<file path="src/rtl/pipeline_pkg.sv">
// Shared types for the five-stage core pipeline registers.
//   alu_op_e   : ALU operation codes driven onto the ALU sel bus
//   fwd_sel_e  : which source an EX operand was taken from
//   id_ex_t    : every field held in the ID/EX pipeline register
//   NOP_ID_EX  : all-zero bubble (invalid, no side effects)
package pipeline_pkg;

    localparam int unsigned XLEN  = 32;
    localparam int unsigned REG_W = 5;

    typedef enum logic [2:0] {
        ADD  = 3'b000,
        SUB  = 3'b001,
        AND  = 3'b010,
        OR   = 3'b011,
        SLT  = 3'b100,
        BSUB = 3'b101
    } alu_op_e;

    typedef enum logic [1:0] {
        FWD_REG = 2'd0,
        FWD_MEM = 2'd1,
        FWD_WB  = 2'd2
    } fwd_sel_e;

    typedef struct packed {
        logic             valid;
        logic [XLEN-1:0]  pc;
        logic [XLEN-1:0]  rs1_data;
        logic [XLEN-1:0]  rs2_data;
        logic [XLEN-1:0]  imm;
        logic [REG_W-1:0] rs1;
        logic [REG_W-1:0] rs2;
        logic [REG_W-1:0] rd;
        alu_op_e          alu_sel;
        logic             alu_src;
        logic             reg_write;
        logic             mem_read;
        logic             mem_write;
        logic             mem_to_reg;
        logic             branch;
    } id_ex_t;

    localparam id_ex_t NOP_ID_EX = '0;

endpackage

</file>
<file path="src/rtl/forward_unit.sv">
// EX-input forwarding mux for one source register.
//   rs, rs_data            : registered source index and its register-file value
//   mem_reg_write/rd/result: EX/MEM forwarding source (highest priority)
//   wb_reg_write/rd/result : MEM/WB forwarding source
//   value                  : selected operand value
//   sel                    : which source was selected
module forward_unit
    import pipeline_pkg::*;
(
    input  logic [REG_W-1:0] rs,
    input  logic [XLEN-1:0]  rs_data,
    input  logic             mem_reg_write,
    input  logic [REG_W-1:0] mem_rd,
    input  logic [XLEN-1:0]  mem_result,
    input  logic             wb_reg_write,
    input  logic [REG_W-1:0] wb_rd,
    input  logic [XLEN-1:0]  wb_result,
    output logic [XLEN-1:0]  value,
    output fwd_sel_e         sel
);

    always_comb begin
        sel   = FWD_REG;
        value = rs_data;
        // x0 is hard-wired zero, so a producer targeting x0 is never forwarded.
        if (mem_reg_write && (mem_rd != '0) && (mem_rd == rs)) begin
            sel   = FWD_MEM;
            value = mem_result;
        end else if (wb_reg_write && (wb_rd != '0) && (wb_rd == rs)) begin
            sel   = FWD_WB;
            value = wb_result;
        end
    end

endmodule

</file>
<file path="src/rtl/id_ex_stage.sv">
// ID/EX pipeline register with EX-operand forwarding and load-use hazard detection.
//   clk, rst          : rising-edge clock, synchronous active-high reset
//   id_*              : decoded instruction from the decode stage
//   flush             : squash the decode slot (taken branch)
//   mem_*, wb_*       : forwarding sources from EX/MEM and MEM/WB
//   stall             : hold PC and IF/ID this cycle (combinational)
//   ex_*              : registered instruction and forwarded ALU operands
module id_ex_stage
    import pipeline_pkg::*;
(
    input  logic             clk,
    input  logic             rst,
    input  logic             id_valid,
    input  logic [XLEN-1:0]  id_pc,
    input  logic [XLEN-1:0]  id_rs1_data,
    input  logic [XLEN-1:0]  id_rs2_data,
    input  logic [XLEN-1:0]  id_imm,
    input  logic [REG_W-1:0] id_rs1,
    input  logic [REG_W-1:0] id_rs2,
    input  logic [REG_W-1:0] id_rd,
    input  logic             id_use_rs1,
    input  logic             id_use_rs2,
    input  logic [2:0]       id_alu_sel,
    input  logic             id_alu_src,
    input  logic             id_reg_write,
    input  logic             id_mem_read,
    input  logic             id_mem_write,
    input  logic             id_mem_to_reg,
    input  logic             id_branch,
    input  logic             flush,
    input  logic             mem_reg_write,
    input  logic [REG_W-1:0] mem_rd,
    input  logic [XLEN-1:0]  mem_result,
    input  logic             wb_reg_write,
    input  logic [REG_W-1:0] wb_rd,
    input  logic [XLEN-1:0]  wb_result,
    output logic             stall,
    output logic             ex_valid,
    output logic [XLEN-1:0]  ex_inp_A,
    output logic [XLEN-1:0]  ex_inp_B,
    output logic [2:0]       ex_alu_sel,
    output logic [XLEN-1:0]  ex_store_data,
    output logic [XLEN-1:0]  ex_pc,
    output logic [XLEN-1:0]  ex_imm,
    output logic [REG_W-1:0] ex_rd,
    output logic             ex_reg_write,
    output logic             ex_mem_read,
    output logic             ex_mem_write,
    output logic             ex_mem_to_reg,
    output logic             ex_branch
);

    id_ex_t          q;
    id_ex_t          d;
    logic            hazard;
    logic [XLEN-1:0] fwd_a;
    logic [XLEN-1:0] fwd_b;
    fwd_sel_e        fwd_sel_a;
    fwd_sel_e        fwd_sel_b;

    // Load-use: the load in EX only has its data after MEM, so a dependent
    // instruction in ID must wait one cycle. A flush kills that instruction anyway.
    always_comb begin
        hazard = (id_use_rs1 && (id_rs1 == q.rd)) || (id_use_rs2 && (id_rs2 == q.rd));
        stall  = q.valid && q.mem_read && (q.rd != '0) && id_valid && hazard && !flush;
    end

    always_comb begin
        d = NOP_ID_EX;
        if (!flush && !stall) begin
            d.valid      = id_valid;
            d.pc         = id_pc;
            d.rs1_data   = id_rs1_data;
            d.rs2_data   = id_rs2_data;
            d.imm        = id_imm;
            d.rs1        = id_rs1;
            d.rs2        = id_rs2;
            d.rd         = id_rd;
            d.alu_sel    = alu_op_e'(id_alu_sel);
            d.alu_src    = id_alu_src;
            // Gating with valid keeps bubbles free of architectural side effects.
            d.reg_write  = id_reg_write  & id_valid;
            d.mem_read   = id_mem_read   & id_valid;
            d.mem_write  = id_mem_write  & id_valid;
            d.mem_to_reg = id_mem_to_reg & id_valid;
            d.branch     = id_branch     & id_valid;
        end
    end

    always_ff @(posedge clk) begin
        if (rst) begin
            q <= NOP_ID_EX;
        end else begin
            q <= d;
        end
    end

    forward_unit u_fwd_rs1 (
        .rs            (q.rs1),
        .rs_data       (q.rs1_data),
        .mem_reg_write (mem_reg_write),
        .mem_rd        (mem_rd),
        .mem_result    (mem_result),
        .wb_reg_write  (wb_reg_write),
        .wb_rd         (wb_rd),
        .wb_result     (wb_result),
        .value         (fwd_a),
        .sel           (fwd_sel_a)
    );

    forward_unit u_fwd_rs2 (
        .rs            (q.rs2),
        .rs_data       (q.rs2_data),
        .mem_reg_write (mem_reg_write),
        .mem_rd        (mem_rd),
        .mem_result    (mem_result),
        .wb_reg_write  (wb_reg_write),
        .wb_rd         (wb_rd),
        .wb_result     (wb_result),
        .value         (fwd_b),
        .sel           (fwd_sel_b)
    );

    // Sanity: an operand marked as coming from the register file is the registered value.
    always_comb begin
        if (fwd_sel_a == FWD_REG) assert (fwd_a == q.rs1_data);
        if (fwd_sel_b == FWD_REG) assert (fwd_b == q.rs2_data);
    end

    assign ex_valid      = q.valid;
    assign ex_inp_A      = fwd_a;
    assign ex_inp_B      = q.alu_src ? q.imm : fwd_b;
    assign ex_store_data = fwd_b;
    assign ex_alu_sel    = q.alu_sel;
    assign ex_pc         = q.pc;
    assign ex_imm        = q.imm;
    assign ex_rd         = q.rd;
    assign ex_reg_write  = q.reg_write;
    assign ex_mem_read   = q.mem_read;
    assign ex_mem_write  = q.mem_write;
    assign ex_mem_to_reg = q.mem_to_reg;
    assign ex_branch     = q.branch;

endmodule

</file>
<file path="config.mk">
export PLATFORM = sky130hd
export DESIGN_NAME = id_ex_stage
export DESIGN_NICKNAME = d
export VERILOG_FILES = /design/src/rtl/pipeline_pkg.sv /design/src/rtl/forward_unit.sv /design/src/rtl/id_ex_stage.sv
export SDC_FILE = /design/constraint.sdc
export NUM_CORES = 1
export LEC_CHECK = 0
export CORE_AREA = 4 4 157 159
export CTS_BUF_LIST = sky130_fd_sc_hd__clkbuf_4 sky130_fd_sc_hd__clkbuf_8
export DETAILED_ROUTE_END_ITERATION = 10
export DIE_AREA = 0 0 161 163
export PLACE_DENSITY = 0.74
export RECOVER_POWER = 100
export SLEW_MARGIN = 20
export SYNTH_ARGS = -nofsm -noshare
export SYNTH_HDL_FRONTEND = slang
export SYNTH_SLANG_ARGS = --single-unit
</file>
<file path="constraint.sdc">
create_clock -name clk -period 3.5 [get_ports clk]
set_input_delay 0.7 -clock clk [delete_from_list [all_inputs] [get_ports clk]]
set_output_delay 0.7 -clock clk [all_outputs]
set_load 0.05 [all_outputs]
</file>
==> Word level (Yosys, flattened, before mapping) <==
Cells that the tools add are included.
{ "totals": {"ff_bits": 153, "in_bits": 234, "out_inout_bits": 175, "elab_cells": 53} }
{ "op_classes": {"n_eq_ne": 6, "mux": 5, "bitwise_logic": 6, "n_reduce_logical": 21} }
{ "ops": {"columns": ["operator", "n"], "rows": [
  ["$mux 32", 5],
  ["$eq 5x5->1", 6],
  ["$reduce_bool 5->1", 3],
  ["$logic_and 1x1->1", 14],
  ["$and 1x1->1", 5],
  ["$logic_not 1->1", 2],
  ["$reduce_or 2->1", 1],
  ["$logic_or 1x1->1", 1],
  ["$not 1->1", 1]
]} }

==> Depth between registers and ports, before layout <==
{ "logic_depth": {"word_depth": 9, "depth_mapped": 8} }

==> By module <==
From an unflattened synthesis, not the netlist that was laid out.
{ "unflattened": {"cells_unflattened": 1007, "area_unflattened_um2": 8964.8} }
{ "modules_own_cells": {"columns": ["module", "instances", "cells_each", "area_per_inst_um2", "seq_area_each_um2"], "rows": [
  ["id_ex_stage", 1, 637, 5984.5, 3062.9],
  ["forward_unit", 2, 185, 1490.2, 0.0]
]} }

==> Worst setup path after synthesis <==
OpenSTA, ideal clock, no wires.
{ "synth_path": {"path_kind": "input-to-output", "start": "in mem_rd[0]", "end": "out ex_inp_B[22]", "t_arrival_ns": 3.091, "slack_ns": -0.291, "path_stages": 6, "path_cell_list": "or4_1 > o21a_1 > nand3_2 > buf_1 > nor2_1 > o31ai_1"} }
{ "synth_between": {"elab_chain_len": 5, "word_cells_on_any_way": 6, "cone_classes": "eq/ne: 1; mux: 2; reduce/logical: 3"} }
{ "synth_rtl": {"columns": ["element", "line", "text"], "rows": [
  ["start: declaration", "id_ex_stage.sv:32", "input logic [REG_W-1:0] mem_rd,"],
  ["$reduce_bool 5->1", "forward_unit.sv:26", "if (mem_reg_write && (mem_rd != '0) && (mem_rd == rs)) begin"],
  ["$logic_and 1x1->1", "forward_unit.sv:26", null],
  ["$logic_and 1x1->1 (*)", "forward_unit.sv:26", null],
  ["$mux 32 (*)", "forward_unit.sv:26", null],
  ["$mux 32 (*)", "id_ex_stage.sv:132", "assign ex_inp_B = q.alu_src ? q.imm : fwd_b;"],
  ["end: declaration", "id_ex_stage.sv:40", "output logic [XLEN-1:0] ex_inp_B,"]
]} }
Mark *: on every way between the ends. The rest lies on a longest branch, timed or not.

==> Worst setup path after layout <==
{ "layout_path": {"start": "in mem_rd[1]", "end": "out ex_inp_B[2]"} }
Same word-level chain as after synthesis.

==> flow_summary.toml <==
[global_routing]
grtUsageMet1 = 0.220
grt_pass1_wl_um = 41200
antenna_found_initial = 2
busiest_layer = "met2"
met3_usage = 0.0787
grt_max_degree = 128
grt_pass1_vias = 7034
use_met2 = 0.368
grtUsageTotal = 0.206
grt-ovfl-total = 0

[drt]
drc = 0
wl_per_cell_um = 18.9
vias = 6714
drtPass1Iterations = 4
viasPerCell = 4.54
routed_wl_um = 27900
ant_nets = 0
first_iter_violations = 302

[placed_design]
numPortBuffers = 408
gp_congestion = 0.843
place_inst = 1429
dp_slack_ns = -0.322
hpwl_um = 21000

[cells_and_area]
syn_to_final_growth_pct = 77.1
layout.nets = 1378
top_register = "q"
layout_commonest_cell = "clkdlybuf4s50_1"
largest_reg_flops = 75
drive_gt1_frac = 0.234
regArea_um2 = 3070
finalNonFillerCells = 1478
most-common-layout-cells = "223 x clkdlybuf4s50_1, 152 x dfxtp_1, 103 x and2_1"
multiInputGateArea_um2 = 3540
n_fill_cell = 2036
final_core_util = 0.550

[setup_path]
required_ns = 2.80
path_class = "input port to output pin"
cp_max_fo = 8
arrival_ns = 2.74
end_kind = "output pin"
cp-start-kind = "input port"

[clock_network]
cts_tree = "done"
cts-root-buf = "clkbuf_8"
clock_tree.buffer_depth = 2
clk_pin_slew_ns = 0.10
clk-insertion-delay-late_ns = 0.44
h-tree-depth = 4
clock-sinks = 153
cts_inserted_buffers = 17

[sta]
setup_ws_ns = 0.0648
finalSetupViolCount = 0
clock_skew_ns = 0.0190
worst_slew_pin_slew_ns = 1.15
finalMaxSlewViolations = 0
fmax_mhz = 291
rsz0062_at_grt = "false"
min_period_over_period = 0.981
fin_tns_setup_ns = 0
fin_crit_ns = 3.44
finalHoldViolations = 0
relSlewSlack = 0.236

[synthesis]
ys.warnings.count = 0
ys_seq_area_frac = 0.424
syn_area_per_cell_um2 = 9.34
yosysUniqueCellTypes = 37
syn_nets = 1007
postSynthCellCount = 773
syn-cell-area_um2 = 7220
yosys_register_bits = 153

[power_and_ir_drop]
vdd_drop_max_mv = 0.303
p_int_uw = 2990
p_clk_frac = 0.291
swShare = 0.336
power_frac_seq = 0.412
combPwrFrac = 0.297
p_switching_uw = 1510
power_density_nw_per_um2 = 351
p_leak_uw = 0.00524
totalPowerFinal_uw = 4500

[die]
die_h_um = 163
row_count = 56
io_pins = 409
start_util = 0.311
core_area_um2 = 23300
fp.dieW_um = 161
fp.dieArea_um2 = 26200

[outcome]
outcome = "finished clean"

[flow_run]
maxCapViolations = 0

[hold_path]
hp-class = "input port to flip-flop"
## metrics by stage
stage               hold WS [ns]  cell area, um2
global placement            1.21           12300
CTS                        0.769           13200
global route               0.758           12800
detailed placement          1.23           12300
finish                     0.804           12800
floorplan                  0.822            7260
## path summary, 6_finish.rpt
path                            slack, ns           to        start  cells after the start
worst max-delay path                 0.06  ex_inp_B[2]    mem_rd[1]                      9
worst min-delay path                 0.80     ex_rd[4]     id_rd[4]                      2
worst max register to register       1.08    ex_pc[24]     ex_rd[2]                      6
worst min register to register       1.39     ex_rd[4]  ex_mem_read                      5
## area by class of cell
| type | count | area share |
|---|---|---|
| clock inverter | 14 | 0.0102 |
| multi-input combinational | 474 | 0.276 |
| clock buffer | 18 | 0.0189 |
| antenna | 2 | 0.000391 |
| sequential | 153 | 0.240 |
| inverter | 25 | 0.00733 |
| tap | 319 | 0.0312 |
| timing repair buffer | 473 | 0.416 |
## power by group through the flow
stage | combinational [uW] | sequential, uW | clock, uW
final | 1340 | 1850 | 1310
after global routing | 1400 | 1860 | 1450
after CTS | 1410 | 1850 | 1370
after detailed placement | 1370 | 1890 | 0
after global placement | 1360 | 1890 | 0
after floorplan | 661 | 1880 | 0
## Yosys cell counts
library cell | number | share of area
a211oi_2 | 1 | 0.0017
a21oi_1 | 26 | 0.018
a221oi_1 | 7 | 0.0085
a221oi_2 | 25 | 0.052
and2_1 | 148 | 0.13
and3_1 | 13 | 0.011
and4_1 | 1 | 0.0012
and4_4 | 1 | 0.0016
buf_1 | 4 | 0.0021
buf_12 | 3 | 0.0083
buf_2 | 1 | 0.00069
buf_4 | 72 | 0.075
buf_6 | 4 | 0.0062
buf_8 | 2 | 0.0042
clkbuf_1 | 33 | 0.017
clkbuf_2 | 1 | 0.00069
clkbuf_8 | 1 | 0.0019
dfxtp_1 | 153 | 0.42
inv_1 | 25 | 0.013
mux2i_1 | 57 | 0.079
nand2_1 | 42 | 0.022
nand3_1 | 1 | 0.00069
nand3_2 | 1 | 0.0014
nand3_4 | 1 | 0.0024
nand4_1 | 2 | 0.0017
nor2_1 | 43 | 0.022
nor2_8 | 1 | 0.0028
nor3_1 | 29 | 0.020
nor3_2 | 1 | 0.0014
o21a_1 | 2 | 0.0021
o21ai_0 | 2 | 0.0014
o21ai_1 | 30 | 0.021
o22ai_1 | 1 | 0.00087
o31ai_1 | 7 | 0.0073
or4_1 | 2 | 0.0021
xnor2_1 | 14 | 0.017
xor2_1 | 16 | 0.019
## timing repair
item                       4_1_cts  5_1_grt
resized for setup               71       13
hold buffers                     0        0
setup buffers                   13        0
setup endpoints to repair       95       54
cloned                           5        0
pin swaps                       17        8
## layer usage
layer | part of all wire | wire [um]
met4 | 0.038 | 1070
met3 | 0.091 | 2530
met5 | 0 | 0
met1 | 0.36 | 10200
met2 | 0.51 | 14100
## cell families after synthesis
group,after synthesis,synth area share
AOI/OAI and AO/OA,101,0.113
and+or+nand+nor,286,0.219
buffers and inverters,146,0.129
muxes,57,0.0790
DFF,153,0.424
xor gates and xnor gates,30,0.0364
## critical path, stage by stage
cell	delay (ns)
clkdlybuf4s50_1	0.49
xor2_1	0.18
nor2_1	0.12
and3_1	0.22
buf_12	0.17
nor2_8	0.05
buf_4	0.23
a221oi_2	0.34
clkbuf_16	0.23
Power figures use the tool's default switching activity.
